## config.mk

```make
export PLATFORM = sky130hd
export DESIGN_NAME = seq_shifter
export DESIGN_NICKNAME = d
export VERILOG_FILES = /design/src/rtl/seq_shifter_pkg.sv /design/src/rtl/seq_shifter_step.sv /design/src/rtl/seq_shifter.sv
export SDC_FILE = /design/constraint.sdc
export NUM_CORES = 1
export LEC_CHECK = 0
export CAP_MARGIN = 20
export CELL_PAD_IN_SITES_DETAIL_PLACEMENT = 1
export CELL_PAD_IN_SITES_GLOBAL_PLACEMENT = 1
export CORE_UTILIZATION = 34
export DETAILED_ROUTE_END_ITERATION = 7
export PLACE_DENSITY = 0.85
export SLEW_MARGIN = 5
export SYNTH_ARGS = -nofsm -noshare
export SYNTH_HDL_FRONTEND = slang
export SYNTH_SLANG_ARGS = --single-unit
```

## constraint.sdc

```tcl
create_clock -name clk -period 1.8 [get_ports clk]
set_input_delay 0.27 -clock clk [delete_from_list [all_inputs] [get_ports clk]]
set_output_delay 0.27 -clock clk [all_outputs]
set_load 0.05 [all_outputs]
```

## src/rtl/seq_shifter_pkg.sv

```systemverilog
// Shared constants for the sequential shifter: op codes, FSM state encoding and default width.
package seq_shifter_pkg;

  localparam int DEFAULT_N = 32;

  localparam logic [2:0] OP_SLL = 3'b000;
  localparam logic [2:0] OP_SRL = 3'b001;
  localparam logic [2:0] OP_SRA = 3'b010;
  localparam logic [2:0] OP_ROL = 3'b011;
  localparam logic [2:0] OP_ROR = 3'b100;

  localparam logic [1:0] ST_IDLE  = 2'd0;
  localparam logic [1:0] ST_SHIFT = 2'd1;
  localparam logic [1:0] ST_DONE  = 2'd2;

endpackage

```

## src/rtl/seq_shifter_step.sv

```systemverilog
// One-bit shift/rotate step. Rotate cases exist only when SEQ_SHIFTER_ROTATE_EN is defined;
// otherwise rotate codes fall through to the pass-through default like any reserved op.
module shift_step
  import seq_shifter_pkg::*;
#(
  parameter int N = DEFAULT_N
) (
  input  logic [N-1:0] word,
  input  logic [2:0]   op,
  output logic [N-1:0] stepped
);

  always_comb begin
    stepped = word;
    case (op)
      OP_SLL:  stepped = {word[N-2:0], 1'b0};
      OP_SRL:  stepped = {1'b0, word[N-1:1]};
      OP_SRA:  stepped = {word[N-1], word[N-1:1]};
`ifdef SEQ_SHIFTER_ROTATE_EN
      OP_ROL:  stepped = {word[N-2:0], word[N-1]};
      OP_ROR:  stepped = {word[0], word[N-1:1]};
`endif
      default: stepped = word;
    endcase
  end

endmodule

```

## src/rtl/seq_shifter.sv

```systemverilog
// Sequential shifter: one bit per cycle, valid/ready on both sides. Rotates need SEQ_SHIFTER_ROTATE_EN.
// Handshake: a transfer happens on a rising edge where valid and ready are both 1; no bypass from DONE to accept.
module seq_shifter
  import seq_shifter_pkg::*;
#(
  parameter int N = DEFAULT_N
) (
  input  logic         clk,
  input  logic         reset,
  input  logic         in_valid,
  output logic         in_ready,
  input  logic [N-1:0] in_data,
  input  logic [5:0]   sh,
  input  logic [2:0]   op,
  output logic         out_valid,
  input  logic         out_ready,
  output logic [N-1:0] out_data,
  output logic         busy,
  output logic [1:0]   state_dbg
);

  localparam logic [5:0] N_CNT = 6'(N);

  logic [1:0]   state;
  logic [N-1:0] work;
  logic [2:0]   op_q;
  logic [5:0]   cnt;
  logic [5:0]   eff_cnt;
  logic [N-1:0] stepped;

  // Shifts saturate at N steps; rotates wrap modulo N (N is a power of two).
  always_comb begin
    eff_cnt = '0;
    case (op)
      OP_SLL, OP_SRL, OP_SRA: eff_cnt = (sh > N_CNT) ? N_CNT : sh;
`ifdef SEQ_SHIFTER_ROTATE_EN
      OP_ROL, OP_ROR:         eff_cnt = sh & (N_CNT - 6'd1);
`endif
      default:                eff_cnt = '0;
    endcase
  end

  shift_step #(.N(N)) u_step (
    .word    (work),
    .op      (op_q),
    .stepped (stepped)
  );

  always_ff @(posedge clk) begin
    if (reset) begin
      state <= ST_IDLE;
      work  <= '0;
      op_q  <= '0;
      cnt   <= '0;
    end else begin
      case (state)
        ST_IDLE: begin
          if (in_valid) begin
            work  <= in_data;
            op_q  <= op;
            cnt   <= eff_cnt;
            state <= (eff_cnt != 6'd0) ? ST_SHIFT : ST_DONE;
          end
        end
        ST_SHIFT: begin
          work <= stepped;
          cnt  <= cnt - 6'd1;
          if (cnt == 6'd1) state <= ST_DONE;
        end
        ST_DONE: begin
          if (out_ready) state <= ST_IDLE;
        end
        default: state <= ST_IDLE;
      endcase
    end
  end

  assign in_ready  = (state == ST_IDLE);
  assign out_valid = (state == ST_DONE);
  assign busy      = (state != ST_IDLE);
  assign out_data  = work;
  assign state_dbg = state;

endmodule

```

Word-level counts from Yosys, hierarchy flattened
Index checks and enable logic that the tools add are counted.
{ "word_totals": {"output_inout_bits": 37, "regBits": 43, "ramBits": 0, "in_bits": 45, "mem_bits_ro": 0, "word_cells": 44, "memories": 0, "latchBits": 0} }
{ "classes": {"reduce_logical": 12, "div_mod_pow": 0, "n_lt_le_gt_ge": 1, "n_bitwise": 0, "n_shift": 0, "addsub": 1, "eq_ne": 13, "n_mul": 0, "n_mux": 12} }
{ "ops": {"columns": ["cell", "count"], "rows": [
  ["32-bit case mux with 3 select lines", 1],
  ["32-bit case mux with 2 select lines", 1],
  ["32-bit 2-to-1 mux", 1],
  ["6-bit 2-to-1 mux", 3],
  ["6-bit case mux with 2 select lines", 1],
  ["2-bit 2-to-1 mux", 4],
  ["3-bit by 1-bit == test with 1-bit output, second input constant", 2],
  ["3-bit by 2-bit == test with 1-bit output, second input constant", 2],
  ["6-bit by 1-bit == test with 1-bit output, second input constant", 1],
  ["6-bit > comparator, second input constant", 1],
  ["3-bit logical NOT", 2],
  ["2-bit inequality test, second input constant", 3],
  ["2-bit case mux with 3 select lines", 1],
  ["3-bit AND reduction", 2],
  ["6-bit nonzero test", 1],
  ["6-bit by 1-bit subtractor with 6-bit output, second input constant", 1],
  ["4-bit by 1-bit inequality test with 1-bit output, second input constant", 1],
  ["2-bit AND reduction", 2],
  ["4-bit AND reduction", 1],
  ["2-bit nonzero test", 2],
  ["3-bit by 1-bit inequality test with 1-bit output, second input constant", 1],
  ["3-bit OR reduction", 1],
  ["2-bit by 1-bit == test with 1-bit output, second input constant", 1],
  ["2-bit == test, second input constant", 1],
  ["other kinds (2)", 2]
]} }

Longest topological paths before layout
{ "logic_depth": {"word_depth": 7, "ltp_mapped": 7} }

By module
From an unflattened synthesis, not the netlist that was laid out.
{ "hier_totals": {"cells_unflattened": 372, "hier_area_um2": 3280.6} }
{ "by_module_without_submodules": {"columns": ["module", "n_inst", "cells_each", "seq_area_each_um2", "area_each_um2"], "rows": [
  ["seq_shifter", 1, 223, 860.8, 2077.0],
  ["shift_step", 1, 149, 0.0, 1203.7]
]} }

Worst setup path after synthesis
OpenSTA, ideal clock, no wires.
{ "synth_timing": {"path_type": "register to output", "from": "register state[0] (netlist: state_dbg[0])", "to": "output busy", "setup_slack_ns": -0.559, "stages_incl_launch_ff": 4, "arrival_ns": 2.089, "t_required_ns": 1.530, "path_cell_list": "dfxtp_1 buf_2 nor2_1 inv_1"} }
{ "synth_between": {"elab_chain_cells": 1} }
{ "synth_rtl": {"columns": ["item", "line", "text"], "rows": [
  ["from (decl)", "seq_shifter.sv:24", "logic [1:0] state;"],
  ["from (signal assigned)", "seq_shifter.sv:62", "state <= (eff_cnt != 6'd0) ? ST_SHIFT : ST_DONE;"],
  ["2-bit nonzero test", "seq_shifter.sv:80", "assign busy = (state != ST_IDLE);"],
  ["to (decl)", "seq_shifter.sv:18", "output logic busy,"]
]} }
Every way passes these cells.

Final worst setup path
{ "layout_timing": {"from": "register work[25] (netlist: out_data[25])", "to": "output out_data[25]"} }
{ "layout_rtl": {"columns": ["item", "line", "text"], "rows": [
  ["from (decl)", "seq_shifter.sv:25", "logic [N-1:0] work;"],
  ["from (signal assigned)", "seq_shifter.sv:59", "work <= in_data;"],
  ["from (signal assigned)", "seq_shifter.sv:66", "work <= stepped;"],
  ["to (decl)", "seq_shifter.sv:17", "output logic [N-1:0] out_data,"]
]} }
No word-level cell between the ends.

==> results.md <==
- Maxcap violations: 0
- Hold Crit Class: reg -> reg
- Design area: 3817 um^2
- TritonCTS Buffers: 5
- Power per cell area: 796.9 nW/um^2
- Vias in the first global route: 3,032
- Dpl cells: 512
- CP Cell Sequence: clkdlybuf4s50_1
- Most common library cell in the layout ignoring fill and taps: clkdlybuf4s50_1
- Synth-to-Final Area Change: 43.31%
- Fin crit share: ~100%
- Clock share of power: 19.7%
- Final nets: around 470
- Netlist cell types: 40
- Die X-Extent: 90.52 um
- First-pass GRT wire length: about 15,000 um
- Clock sink count: 43
- Simple-gate share of the synthesized area: 28.65%
- Max rail drop VDD: 0.4272 mV
- Number of diodes: 0
- Crit path capture type: primary output
- Share of cells above drive strength 1: 15.75%
- Chip height: ~90 um
- Max Buffers Root-to-Sink: 2
- Critical path endpoint: out_data[25]
- Skew-Pair Late Insertion Delay: around 0.3 ns
- Area of the core: 7408 um^2
- Crit path buf inv count: 1
- Clk_skew: just over 0.009 ns
- Worst setup SP type: flop
- Required time of the critical path: approximately 1.5 ns
- DRT antenna net count: 0
- Slowest cell delay on critical path: 0.82 ns
- Initial antenna violation count: 0
- Unrepaired setup endpoints after global routing: yes
- Max-Slew Margin vs Limit: 62.86%
- Clock transition at the registers of the reported paths: 0.09 ns
- Leak: about 0.0014 uW
- Final setup violation count: 0
- Post-synthesis register bit count: 43
- WP data arrival: 1.50 ns
- TritonCTS clock tree: built
- Worst reg2reg path endpoint: out_data[26]
- Crit-path max FO: 2
- Mux cell area share after synthesis: 8.643%
- Worst setup path startpoint: out_data[25]
- WL/cell: 17.01 um
- Min Clock Period, post-route: about 1.8 ns
- Crit Path Class: reg -> out
- Slowest cell on the critical path: clkdlybuf4s50_1
- Vias per cell: 5.558
- Post-Syn Instances: 339
- Worst R2R Path Depth: 6
- Sequential power share: 37.2%
- Largest net degree at the start of global routing: 39
- Clk root buf: clkbuf_8
- Die area: between 8000 and 9000 um^2
- WL final: 8810 um
- Sw Ratio: 39.73%
- Reg2reg start: state_dbg[0]
- Global route overflow: 0
- Placed Area: approximately 3700 um^2
- Mapped Area: 2664 um^2
- Final Non-Filler Cells: 518
- Pint: 1833 uW
- Total GRT Usage: 21.76%
- Worst path depth: 1
- Per-instance average area after synthesis: ~7.9 um^2
- DR DRC count: 0
- Sequential area share after synthesis: 32.32%
- Starting Density: 35.96%
- Worst slew pin tran: 0.5571 ns
- Adder-cell share of the synthesized area: 0.9394%
- Largest family of logic cells by synthesized area: simple AND/OR/NAND/NOR gates
- Row count: 31
- Drt first pass iters: 4
- Yosys warning total: 0
- Crit path max-delay family: buffers and inverters
- Synth Area in Compound Gates: between 10% and 20%
- Total number of vias: 2,879
- Boundary pin count: 82
- Switching power: 1209 uW
- Comb pwr share: 43.0%
- RD Place Congestion: 0.8222
- Fin. Hold Viols: 0
- Commonest non-fill, non-tap cells in the layout: clkdlybuf4s50_1, dfxtp_1, nor2_1
- Htree depth: 2
- Synth Area in XOR/XNOR: 0.6576%
- Hpwl dp: 6358 um
- R2R setup slack: 0.09 ns
- DRT iter0 DRCs: 102
- Hold_ws: 0.4795 ns
- Status: finished, final reports clean
- Max Clk Rate: 0.5650 GHz
- Synthesized net count: 386
- Slew Viols, Final: 0
- PortBufs: 81
==> sequential cells by signal, indices dropped and copies added, names as in the netlist <==
name	count
out_data	32
cnt	6
state_dbg	2
op_q	3
==> area by class of cell <==
cell class / count / area (um^2)
clock buffers: 6 / 72.57
inverters: 28 / 105.1
well taps: 99 / 123.9
repair buffers: 107 / 1046
flip-flops and latches: 43 / 863.3
fillers: 897 / 3591
multi-input cells: 235 / 1607
==> metrics by stage <==
stage               utilization (%)  power (uW)  worst slack [ns]    TNS, ns
global route                  51.53        3188         -0.001295  -0.001295
finish                        51.53        3042           0.02998          0
floorplan                         -        1942           0.09772          0
global placement              50.24        2413           -0.1845     -4.734
detailed placement            50.24        2447           -0.2894     -6.381
CTS                           51.22        3031          0.007401          0
==> synthesized netlist by cell type <==
cell / instances / area share, %
dfxtp_1: 43 / 32
nor2_1: 41 / 5.8
or4_1: 31 / 8.7
nand2_1: 30 / 4.2
inv_1: 28 / 3.9
o32ai_1: 25 / 8.2
clkbuf_1: 24 / 3.4
mux2i_1: 23 / 8.6
nor3_1: 14 / 2.6
nand2b_1: 10 / 2.3
a21oi_1: 8 / 1.5
buf_2: 8 / 1.5
nor4_1: 8 / 1.9
o32ai_2: 5 / 3.1
o21bai_1: 4 / 1.1
a31oi_1: 3 / 0.70
nand3_1: 3 / 0.56
a21o_1: 2 / 0.56
a221oi_1: 2 / 0.66
a22oi_1: 2 / 0.56
ha_1: 2 / 0.94
nand4_1: 2 / 0.47
nor2b_1: 2 / 0.47
o21ai_0: 2 / 0.38
o21ai_1: 2 / 0.38
a211oi_1: 1 / 0.28
a311oi_1: 1 / 0.33
a31oi_2: 1 / 0.47
and3_1: 1 / 0.24
buf_6: 1 / 0.42
nand3b_1: 1 / 0.28
nor2b_4: 1 / 0.52
nor3b_1: 1 / 0.28
o211ai_1: 1 / 0.28
o22a_1: 1 / 0.33
o311a_1: 1 / 0.38
o311ai_0: 1 / 0.33
or2_1: 1 / 0.24
xnor2_1: 1 / 0.33
xor2_1: 1 / 0.33
==> worst register-to-register path, stage by stage (launching register included) <==
cell,delay [ns]
dfxtp_2,0.42
buf_12,0.23
nand2b_1,0.11
buf_4,0.21
nor4_1,0.34
o21bai_1,0.18
o32ai_1,0.10
==> power groups by stage <==
stage	combinational, uW	sequential (uW)	clock [uW]
5_1_grt	1390	1150	650
3_3_place_gp	1260	1150	0
3_5_place_dp	1290	1150	0
6_report	1310	1130	600
2_1_floorplan	522	1420	0
4_1_cts	1300	1130	597
==> kinds of logic (layout without fill, tap and decap cells) <==
| logic type | Yosys count | in the layout |
|---|---|---|
| adders and majority gates | 2 | 2 |
| xor gates and xnor gates | 2 | 2 |
| muxes | 23 | 23 |
| AOI/OAI and AO/OA | 62 | 62 |
| and+or+nand+nor | 146 | 146 |
| buffers and inverters | 61 | 141 |
| DFF | 43 | 43 |
==> per-layer routing <==
layer | global-route usage [%] | vias to the layer above | part of all wire, %
met2 | 38.32 | 71 | 51
met4 | 6.183 | 0 | 1.8
li1 | - | 1403 | -
met5 | 0 | - | 0
met3 | 3.114 | 12 | 3.2
met1 | 27.39 | 1393 | 44
==> worst min path at each step <==
stage            startpoint      endpoint  slack, ns  cells after the start
2_1_floorplan         sh[3]        cnt[3]       0.41                      2
3_3_place_gp         cnt[4]        cnt[4]       0.47                      2
3_5_place_dp   out_data[31]  out_data[31]       0.47                      2
4_1_cts        out_data[31]  out_data[31]       0.49                      2
5_1_grt        out_data[31]  out_data[31]       0.52                      2
6_report       out_data[31]  out_data[31]       0.48                      2
==> timing repair <==
item / CTS / global route
hold buffers: 0 / 0
hold endpoints to repair: 0 / 0
resized for setup: 0 / 3
buffers inserted: 0 / 0
endpoints found under the setup margin: 0 / 2
(Power assumes the default switching activity.)
